<file path="src/rtl/cordic_pkg.sv">
`default_nettype none
`timescale 1ns/1ps
// +----------------------------------------------------------------------------+
// | Package     : cordic_pkg                                                   |
// | Description : Shared types and constants for the iterative CORDIC engine:  |
// |               mode encodings, FSM state enum, Q2.30 atan/atanh tables and  |
// |               the hyperbolic repeat-step predicate.                        |
// | Revision    : 1.0 - initial release                                        |
// +----------------------------------------------------------------------------+
package cordic_pkg;

  typedef enum logic [1:0] {
    MODE_CIRCULAR   = 2'b00,
    MODE_LINEAR     = 2'b01,
    MODE_HYPERBOLIC = 2'b10,
    MODE_ILLEGAL    = 2'b11
  } cordic_mode_e;

  typedef enum logic [1:0] {
    IDLE = 2'b00,
    CALC = 2'b01,
    DONE = 2'b10
  } cordic_state_e;

  // Iteration index width: covers shifts 0..31 plus headroom.
  localparam int IDX_W = 6;

  // atan(2^-i) in Q2.30, round-to-nearest. From i=10 on atan(2^-i) == 2^-i
  // to within half an LSB, so those entries are generated.
  function automatic logic [31:0] atan_q30(input logic [IDX_W-1:0] i);
    logic [31:0] v;
    case (i)
      6'd0:  v = 32'd843314857;
      6'd1:  v = 32'd497837829;
      6'd2:  v = 32'd263043837;
      6'd3:  v = 32'd133525159;
      6'd4:  v = 32'd67021687;
      6'd5:  v = 32'd33543516;
      6'd6:  v = 32'd16775851;
      6'd7:  v = 32'd8388437;
      6'd8:  v = 32'd4194283;
      6'd9:  v = 32'd2097149;
      6'd31: v = 32'd0;
      default: v = (i <= 6'd30) ? (32'd1 << (6'd30 - i)) : 32'd0;
    endcase
    return v;
  endfunction

  // atanh(2^-i) in Q2.30, round-to-nearest. Entry 0 is never used
  // (hyperbolic schedule starts at i=1) and is tied to zero.
  function automatic logic [31:0] atanh_q30(input logic [IDX_W-1:0] i);
    logic [31:0] v;
    case (i)
      6'd0:  v = 32'd0;
      6'd1:  v = 32'd589812981;
      6'd2:  v = 32'd274247419;
      6'd3:  v = 32'd134923406;
      6'd4:  v = 32'd67196451;
      6'd5:  v = 32'd33565361;
      6'd6:  v = 32'd16778582;
      6'd7:  v = 32'd8388779;
      6'd8:  v = 32'd4194325;
      6'd9:  v = 32'd2097155;
      6'd31: v = 32'd1;
      default: v = (i <= 6'd30) ? (32'd1 << (6'd30 - i)) : 32'd0;
    endcase
    return v;
  endfunction

  // Hyperbolic steps k = 4, 13, 40 (k' = 3k+1) are executed twice so the
  // hyperbolic iteration converges.
  function automatic logic hyp_repeat(input logic [IDX_W-1:0] i);
    return (i == 6'd4) || (i == 6'd13) || (i == 6'd40);
  endfunction

endpackage
`default_nettype wire

</file>
<file path="src/rtl/cordic_angle_lut.sv">
`default_nettype none
`timescale 1ns/1ps
// +----------------------------------------------------------------------------+
// | Module      : cordic_angle_lut                                             |
// | Description : Combinational elementary-angle lookup e(i) for the selected  |
// |               CORDIC mode, scaled to Q.FRAC and widened to WIDTH+2 bits.   |
// | Ports       : mode_i  - coordinate system (circular/linear/hyperbolic)     |
// |               idx_i   - iteration index i                                  |
// |               e_o     - e(i) in Q.FRAC, WIDTH+2 bits, non-negative         |
// | Revision    : 1.0 - initial release                                        |
// +----------------------------------------------------------------------------+
module cordic_angle_lut
  import cordic_pkg::*;
#(
  parameter int WIDTH = 32,
  parameter int FRAC  = 16
) (
  input  cordic_mode_e             mode_i,
  input  logic [IDX_W-1:0]         idx_i,
  output logic signed [WIDTH+1:0]  e_o
);

  localparam int EW = WIDTH + 2;
  localparam int SH = 30 - FRAC;
  localparam logic [EW-1:0] ONE_FRAC = EW'(1) << FRAC;

  logic [31:0]   w_c;
  logic [31:0]   w_rnd;
  logic [EW-1:0] w_tab;
  logic [EW-1:0] w_lin;

  assign w_c = (mode_i == MODE_HYPERBOLIC) ? atanh_q30(idx_i) : atan_q30(idx_i);

  // Q2.30 -> Q.FRAC with round-half-up. Table entries are positive and
  // below 2^30, so the 33-bit sum never overflows.
  generate
    if (SH > 0) begin : g_round
      logic [32:0] w_sum;
      assign w_sum = {1'b0, w_c} + (33'd1 << (SH - 1));
      assign w_rnd = 32'(w_sum >> SH);
    end else begin : g_exact
      assign w_rnd = w_c;
    end
  endgenerate

  assign w_tab = EW'(w_rnd);
  // Linear e(i) = 2^-i exactly; the single set bit shifts out to zero for i > FRAC.
  assign w_lin = ONE_FRAC >> idx_i;

  assign e_o = (mode_i == MODE_LINEAR) ? $signed(w_lin) : $signed(w_tab);

endmodule
`default_nettype wire

</file>
<file path="src/rtl/cordic_iter.sv">
`default_nettype none
`timescale 1ns/1ps
// +----------------------------------------------------------------------------+
// | Module      : cordic_iter                                                  |
// | Description : Iterative CORDIC engine, one micro-rotation per clock.       |
// |               Circular / linear / hyperbolic, rotation or vectoring, with  |
// |               valid/ready handshakes on input and output.                  |
// | Ports       : clk_i, rstn_i (async active-low)                             |
// |               valid_i/ready_o, mode_i, rotational_i, x_i/y_i/z_i  (input)  |
// |               valid_o/ready_i, x_o/y_o/z_o, err_o                 (output) |
// | Revision    : 1.0 - initial release                                        |
// +----------------------------------------------------------------------------+
module cordic_iter
  import cordic_pkg::*;
#(
  parameter int WIDTH = 32,
  parameter int FRAC  = 16,
  parameter int ITERS = 16
) (
  input  logic             clk_i,
  input  logic             rstn_i,
  input  logic             valid_i,
  output logic             ready_o,
  input  logic [1:0]       mode_i,
  input  logic             rotational_i,
  input  logic [WIDTH-1:0] x_i,
  input  logic [WIDTH-1:0] y_i,
  input  logic [WIDTH-1:0] z_i,
  output logic             valid_o,
  input  logic             ready_i,
  output logic [WIDTH-1:0] x_o,
  output logic [WIDTH-1:0] y_o,
  output logic [WIDTH-1:0] z_o,
  output logic             err_o
);

  localparam int DW = WIDTH + 2;
  localparam logic [IDX_W-1:0] LAST_IDX = IDX_W'(ITERS - 1);

  cordic_state_e          state_q, state_d;
  cordic_mode_e           mode_q;
  logic                   rot_q;
  logic signed [DW-1:0]   x_q, y_q, z_q;
  logic signed [DW-1:0]   x_d, y_d, z_d;
  logic [IDX_W-1:0]       idx_q;
  logic                   rep_q;
  logic [WIDTH-1:0]       xo_q, yo_q, zo_q;
  logic                   err_q;

  logic                   w_accept;
  logic                   w_rep_now;
  logic                   w_last;
  logic                   w_sigma_pos;
  logic signed [DW-1:0]   w_xs, w_ys, w_e;

  // Clamp a WIDTH+2 internal value into the signed WIDTH output range.
  function automatic logic [WIDTH-1:0] sat(input logic signed [DW-1:0] v);
    logic [2:0] top;
    top = v[DW-1:WIDTH-1];
    if (top == 3'b000 || top == 3'b111) return v[WIDTH-1:0];
    else if (v[DW-1])                   return {1'b1, {(WIDTH-1){1'b0}}};
    else                                return {1'b0, {(WIDTH-1){1'b1}}};
  endfunction

  // ---------------------------------------------------------------- FSM ----
  always_ff @(posedge clk_i or negedge rstn_i) begin
    if (!rstn_i) state_q <= IDLE;
    else         state_q <= state_d;
  end

  always_comb begin
    state_d = state_q;
    case (state_q)
      IDLE:    if (valid_i) state_d = CALC;
      CALC:    if (w_last)  state_d = DONE;
      DONE:    if (ready_i) state_d = IDLE;
      default: state_d = IDLE;
    endcase
  end

  always_comb begin
    ready_o = (state_q == IDLE);
    valid_o = (state_q == DONE);
  end

  // ------------------------------------------------------- schedule ----
  assign w_accept  = valid_i && (state_q == IDLE);
  // First pass of a repeated hyperbolic step: hold the index, set the flag.
  assign w_rep_now = (mode_q == MODE_HYPERBOLIC) && hyp_repeat(idx_q) && !rep_q;

  always_comb begin
    w_last = 1'b0;
    case (mode_q)
      MODE_ILLEGAL: w_last = 1'b1;
      default:      w_last = (idx_q == LAST_IDX) && !w_rep_now;
    endcase
  end

  // ------------------------------------------------------- datapath ----
  cordic_angle_lut #(
    .WIDTH (WIDTH),
    .FRAC  (FRAC)
  ) u_lut (
    .mode_i (mode_q),
    .idx_i  (idx_q),
    .e_o    (w_e)
  );

  assign w_xs        = x_q >>> idx_q;
  assign w_ys        = y_q >>> idx_q;
  // Rotation drives z to zero, vectoring drives y to zero.
  assign w_sigma_pos = rot_q ? ~z_q[DW-1] : y_q[DW-1];

  always_comb begin
    x_d = x_q;
    y_d = y_q;
    z_d = z_q;
    case (mode_q)
      MODE_CIRCULAR:   x_d = w_sigma_pos ? (x_q - w_ys) : (x_q + w_ys);
      MODE_HYPERBOLIC: x_d = w_sigma_pos ? (x_q + w_ys) : (x_q - w_ys);
      default:         x_d = x_q;
    endcase
    if (mode_q != MODE_ILLEGAL) begin
      y_d = w_sigma_pos ? (y_q + w_xs) : (y_q - w_xs);
      z_d = w_sigma_pos ? (z_q - w_e)  : (z_q + w_e);
    end
  end

  always_ff @(posedge clk_i or negedge rstn_i) begin
    if (!rstn_i) begin
      mode_q <= MODE_CIRCULAR;
      rot_q  <= 1'b0;
      x_q    <= '0;
      y_q    <= '0;
      z_q    <= '0;
      idx_q  <= '0;
      rep_q  <= 1'b0;
    end else if (w_accept) begin
      mode_q <= cordic_mode_e'(mode_i);
      rot_q  <= rotational_i;
      x_q    <= {{2{x_i[WIDTH-1]}}, x_i};
      y_q    <= {{2{y_i[WIDTH-1]}}, y_i};
      z_q    <= {{2{z_i[WIDTH-1]}}, z_i};
      idx_q  <= (mode_i == MODE_HYPERBOLIC) ? IDX_W'(1) : IDX_W'(0);
      rep_q  <= 1'b0;
    end else if (state_q == CALC) begin
      x_q <= x_d;
      y_q <= y_d;
      z_q <= z_d;
      if (w_rep_now) begin
        rep_q <= 1'b1;
      end else begin
        rep_q <= 1'b0;
        idx_q <= idx_q + IDX_W'(1);
      end
    end
  end

  // Results captured (and saturated) from the final micro-rotation.
  always_ff @(posedge clk_i or negedge rstn_i) begin
    if (!rstn_i) begin
      xo_q  <= '0;
      yo_q  <= '0;
      zo_q  <= '0;
      err_q <= 1'b0;
    end else if ((state_q == CALC) && w_last) begin
      xo_q  <= sat(x_d);
      yo_q  <= sat(y_d);
      zo_q  <= sat(z_d);
      err_q <= (mode_q == MODE_ILLEGAL);
    end
  end

  assign x_o   = xo_q;
  assign y_o   = yo_q;
  assign z_o   = zo_q;
  assign err_o = err_q;

endmodule
`default_nettype wire

</file>
<file path="config.mk">
export PLATFORM = sky130hd
export DESIGN_NAME = cordic_iter
export DESIGN_NICKNAME = d
export VERILOG_FILES = /design/src/rtl/cordic_pkg.sv /design/src/rtl/cordic_angle_lut.sv /design/src/rtl/cordic_iter.sv
export SDC_FILE = /design/constraint.sdc
export NUM_CORES = 1
export LEC_CHECK = 0
export ABC_CLOCK_PERIOD_IN_PS = 13900
export CORE_ASPECT_RATIO = 1.25
export CORE_MARGIN = 5
export CORE_UTILIZATION = 41
export DETAILED_ROUTE_END_ITERATION = 8
export GPL_TIMING_DRIVEN = 0
export HOLD_SLACK_MARGIN = 0.15
export SYNTH_ARGS = -nofsm -noshare
export SYNTH_HDL_FRONTEND = slang
export SYNTH_SLANG_ARGS = --single-unit
</file>
<file path="constraint.sdc">
create_clock -name clk_i -period 13.9 [get_ports clk_i]
set_clock_uncertainty 0.05 [all_clocks]
set_input_delay 2.085 -clock clk_i [delete_from_list [all_inputs] [get_ports clk_i]]
set_output_delay 2.085 -clock clk_i [all_outputs]
set_load 0.01 [all_outputs]
</file>
**Word-level counts from Yosys, hierarchy flattened**

Index checks and enable logic that the tools add are counted.

- Register bits after elaboration: 211
- Latch bits: 0
- Memory bits (writable): 0
- ROM bits: 0
- Input port bits: 103
- Memories kept: 0

- Add/subtract/negate cells: 9
- Multiply operators: 0
- Divide/modulo/power cells: 0
- Magnitude comparators: 1
- Equal/unequal tests: 27
- Shifts and indexed selects: 4
- Muxes and demuxes: 37
- Bitwise operators: 1
- Reduce and logical (&&, ||, !) cells: 21

Operator list:

| operator | number |
|---|---|
| $pmux 32 s11 | 2 |
| $mux 34 | 13 |
| $mux 32 | 8 |
| $add 34x34->34 | 3 |
| $sub 34x34->34 | 3 |
| $pmux 34 s2 | 1 |
| $sshr 34x6->34 | 2 |
| $shr 17x6->34 const A | 1 |
| $add 32x14->33 const B | 1 |
| $shl 1x6->32 const A | 1 |
| $eq 6x3->1 const B | 4 |
| $eq 6x4->1 const B | 4 |
| $mux 6 | 3 |
| $eq 6x2->1 const B | 2 |
| $eq 3x3->1 const B | 3 |
| $logic_not 3->1 | 3 |
| $eq 2x2->1 const B | 4 |
| $ne 2x2->1 const B | 4 |
| $add 6x1->6 const B | 1 |
| $eq 6x1->1 const B | 1 |
| $eq 6x5->1 const B | 1 |
| $eq 6x6->1 const B | 1 |
| $le 6x5->1 const B | 1 |
| $logic_not 6->1 | 1 |
| 14 further kinds | 32 |

**Depth between registers and ports, before layout**

- Depth after elaboration: 13
- Depth in mapped cells: 42
- Gate-level depth less buffers: 32

**Modules after synthesis**

From an unflattened synthesis, not the netlist that was laid out.

- Cells, all modules: 2949
- Area, all modules: 23442.5 µm²

Modules (own cells, without submodules):

| module | instances | cells each | area an instance (µm²) | sequential area each (µm²) |
|---|---|---|---|---|
| cordic_iter | 1 | 2756 | 22233.8 | 5280.1 |
| cordic_angle_lut | 1 | 193 | 1208.7 | 0.0 |

**Worst setup path before layout**

No wires, ideal clock.

- Kind: flip-flop to flip-flop
- Start point: reg idx_q[1]
- End point: reg zo_q[10] (netlist: z_o[10])
- Setup time: 0.134 ns
- Arrival: 8.578 ns
- Data required time: 13.716 ns
- Slack: 5.138 ns
- Stages on the path, launching flop included: 43
- Path buffers: 11
- Clock period less this slack: 8.762 ns
- Cell sequence: dfrtp_1 > buf_4 > buf_4 > buf_2 > clkbuf_1 > buf_1 > clkbuf_1 > inv_1 > ha_1 > clkbuf_1 > nor3_2 > o22ai_2 > nor3_4 > buf_6 > a21boi_0 > nor2_1 > ha_1 > nand3_1 > [... 7 more ...] > o21a_1 > xnor2_1 > ha_1 > a21o_1 > a21o_1 > a21oi_1 > o21ai_0 > a21oi_1 > nor2_1 > a31o_2 > a21boi_0 > o21ai_0 > and2_1 > mux2i_1 > xnor2_1 > o211ai_2 > buf_2 > o211ai_2

- Cells in the longest elaborated chain, start to end: 13

RTL lines:

| what | RTL line | RTL |
|---|---|---|
| start: declaration | cordic_iter.sv:45 | `logic [IDX_W-1:0] idx_q;` |
| start signal: assignment | cordic_iter.sv:144 | `idx_q <= (mode_i == MODE_HYPERBOLIC) ? IDX_W'(1) : IDX_W'(0);` |
| start signal: assignment | cordic_iter.sv:154 | `idx_q <= idx_q + IDX_W'(1);` |
| $sub 5x6->6 | cordic_pkg.sv:44, cordic_pkg.sv:65 |  |
| $shl 1x6->32 | cordic_pkg.sv:44, cordic_pkg.sv:65 |  |
| $mux 32 | cordic_pkg.sv:44, cordic_pkg.sv:65 |  |
| $pmux 32 s11, on equally long branches | cordic_pkg.sv:32, cordic_pkg.sv:53 |  |
| $mux 32 | cordic_angle_lut.sv:32 | `assign w_c = (mode_i == MODE_HYPERBOLIC) ? atanh_q30(idx_i) : atan_q30(idx_i);` |
| $add 32x14->33 | cordic_angle_lut.sv:39 | `assign w_sum = {1'b0, w_c} + (33'd1 << (SH - 1));` |
| $mux 34 | cordic_angle_lut.sv:50 | `assign e_o = (mode_i == MODE_LINEAR) ? $signed(w_lin) : $signed(w_tab);` |
| $add 34x34->34 / $sub 34x34->34 (equally long branches) | cordic_iter.sv:125 | `z_d = w_sigma_pos ? (z_q - w_e) : (z_q + w_e);` |
| $mux 34 | cordic_iter.sv:125 |  |
| $mux 34 | cordic_iter.sv:123 | `if (mode_q != MODE_ILLEGAL) begin` |
| $eq 3x3->1 / $logic_not 3->1 (equally long branches) | cordic_iter.sv:60 | `if (top == 3'b000 \|\| top == 3'b111) return v[WIDTH-1:0];` |
| $logic_or 1x1->1 | cordic_iter.sv:60 |  |
| $mux 32 | cordic_iter.sv:60 |  |
| end signal: assignment | cordic_iter.sv:169 | `zo_q <= sat(z_d);` |
| end: declaration | cordic_iter.sv:47 | `logic [WIDTH-1:0] xo_q, yo_q, zo_q;` |

Parallel ways exist; a longest one is shown, timed or not.
A chain may end at the register's enable or synchronous reset.

**Worst setup path in the final report**

- Start point: reg idx_q[1]
- End point: reg zo_q[8] (netlist: z_o[8])

Same word-level chain as after synthesis.

==> run metrics <==
Slowest cell on crit path=dfrtp_1; latest clock arrival within the worst-skew pair=0.58 ns; hold_sp=z_o[19]; area of the core=0.0550 mm2; CTS Buf Count=26; initial antenna violation count=2; largest area contributor in the netlist=dfrtp_1; overall routed net length=99.4 mm; mux cell area share after synthesis=9.58%; worst endpoint data arrival time=12.25 ns; largest net degree at the start of global routing=101; total grt overflow=0; Critical Path RT=14.34 ns; Post-Synthesis Cell Area=0.0228 mm2; CTS clk-pin slew, worst paths=0.06 ns; width of the die=221 um; Max Slew Vio Count=11; r2r worst-path depth=42; CTS resizes=0; largest family of logic cells by synthesized area=compound AO/OA/AOI/OAI gates; Crit path depth=42; Hold WC Path Type=reg -> reg; vias in the first global route=24000; drt wl/cell=26.0 um; most frequent cells in the layout=292 x nand2_1, 278 x o21ai_0, 255 x nor2_1, 236 x a21oi_1, 211 x dfrtp_1; final hold violations=0; Synth Area in Simple Gates=16.6%; register area=0.00528 mm2; crit-path max cell delay=0.64 ns; mean post-synth cell area=8.04 um2; Max FO, Critical Path=10; # setup viols final=0; Worst-Margin Slew=1.53 ns; Synth cell types=108; Initial Util=41.5%; routability cong.=0.997; commonest non-fill, non-tap cell in the layout=nand2_1; register bit total from synthesis=211; EDFF count, synth=0; Placed Cells=3776; post-synthesis xor/xnor area fraction=5.53%; Starting DRT DRC Count=2191; FILL cells=5586; Hold Path Depth=2; DR vias=23900; critical path class=reg -> reg; TritonCTS clock tree=yes; sequential element share of the synthesized area=23.2%; Hold-fix buffers, CTS=0; Synth Instances=2838; H-tree Lvls=1; DRC Markers=0; async set or reset register ratio after synthesis=100%; site row count=96; RSZ-0062 raised after global routing=false; PnR worst setup slack=2.09 ns; setup bufs post-CTS=0; Adder-Cell Fraction of Synth Area=8.14%; clock buffer depth=3; Detailed Routing Iterations Pass 1=6; CP Buf/Inv Count=12; layout cell share with drive strength beyond 1=7.77%; first-pass GRT wire length=149 mm; Synth Area in Compound Gates=31.4%; die area=0.0605 mm2; die height=274 um; Crit path top cell by count=clkbuf_1; outcome=finished with violations; fin crit period=11.81 ns; DP Wirelength=80.3 mm; FF-to-FF setup slack=2.09 ns; fin nets=3318; Multi-input gate area=0.0162 mm2; max_slew headroom=-2.11%; global-route usage over all layers=31.2%; Syn Nets=3087; ys flop type=dfrtp_1; Startpoint Class=flop; total clock sinks=211; Final ANT Viol Nets=0; Synth warnings=0; Area Overhead vs Synth=17.2%; worst reg2reg startpoint=idx_q[1]; final period utilization=85.0%; critical path capture point type=flop; Max Freq=84.7 MHz; I/O pin count=202; pre-CTS setup slack=2.32 ns; Vias per Instance=6.24; final setup TNS=0 ns; ant diodes=0; max-capacitance violation count=1; CTS root buffer=clkbuf_16; Top delay family on crit path=buffers and inverters; Worst setup startpoint=idx_q[1]; Synth area leaders=dfrtp_1 23%, ha_1 7.8%, o21ai_0 6.1%; failing checks=capacitance limit, slew limit; Final Non-Filler Cells=3824; Synth top area share=23.2%; port bufs=201
## state kept, by name (all words and copies together), names as in the netlist
signal,cells
z_q,34
y_q,34
rot_q,1
state_q,2
z_o,32
x_q,34
err_o,1
mode_q,2
rep_q,1
x_o,32
y_o,32
idx_q,6
## routing by layer
layer | global-route usage [%] | share of wire [%] | vias up
met2 | 55.7 | 49 | 934
met5 | 0 | 0 | -
li1 | - | - | 11000
met3 | 3.81 | 5.7 | 257
met4 | 15.6 | 5.9 | 0
met1 | 37.1 | 39 | 11700
## cells in the mapped netlist (all sizes together), types with 29 or more instances
master  count
nor3       37
a211oi     32
nand3      40
o31ai      30
xor2       47
o21ai     281
o21a       29
nand2     293
nor2      256
mux4       55
inv       101
dfrtp     211
o22a       62
ha        142
xnor2      97
o211ai     54
mux2i      72
a21o       58
buf        54
a31oi      34
a21oi     237
a22oi      99
clkbuf    156
## cells by family (layout without fill, tap and decap cells)
family	after synthesis	after routing
compound gates	1067	1067
simple gates	810	810
buf+inv	314	565
flops	211	211
fa+ha+maj	146	146
mux	146	146
xor+xnor	144	144
## cell type report
| cell class | count | area share [%] |
|---|---|---|
| multi-input cells | 2313 | 60.8 |
| flip-flops and latches | 211 | 19.8 |
| repair buffers | 203 | 7.76 |
| well taps | 735 | 3.44 |
| plain buffers | 210 | 3.37 |
| clock buffers | 39 | 3.00 |
| inverters | 104 | 1.47 |
| clock inverters | 9 | 0.421 |
## worst min-delay path, stage by stage, from the launching register on
cell and delay (ns):
dfrtp_1 0.34, nand2_1 0.06, o211ai_2 0.05
## through the flow
step           instance area [um2]  hold WS [ns]  util (%)
2_1_floorplan                22800         0.441         -
3_3_place_gp                 25700         0.421      46.8
3_5_place_dp                 25800         0.421      46.9
4_1_cts                      26700         0.439      48.6
5_1_grt                      26700         0.458      48.6
6_report                     26700         0.436      48.6
## worst paths after layout
| kind | to |
|---|---|
| max in group asynchronous | x_o[7] |
| min in group asynchronous | z_o[12] |
| worst max register to register | z_o[8] |
| worst min register to register | z_o[19] |
| worst min-delay path | z_o[19] |
| worst max-delay path | z_o[8] |
Power is left out: the tool's default activity adds up to more than one toggle a clock period on the data nets, which glitch-free logic cannot reach.
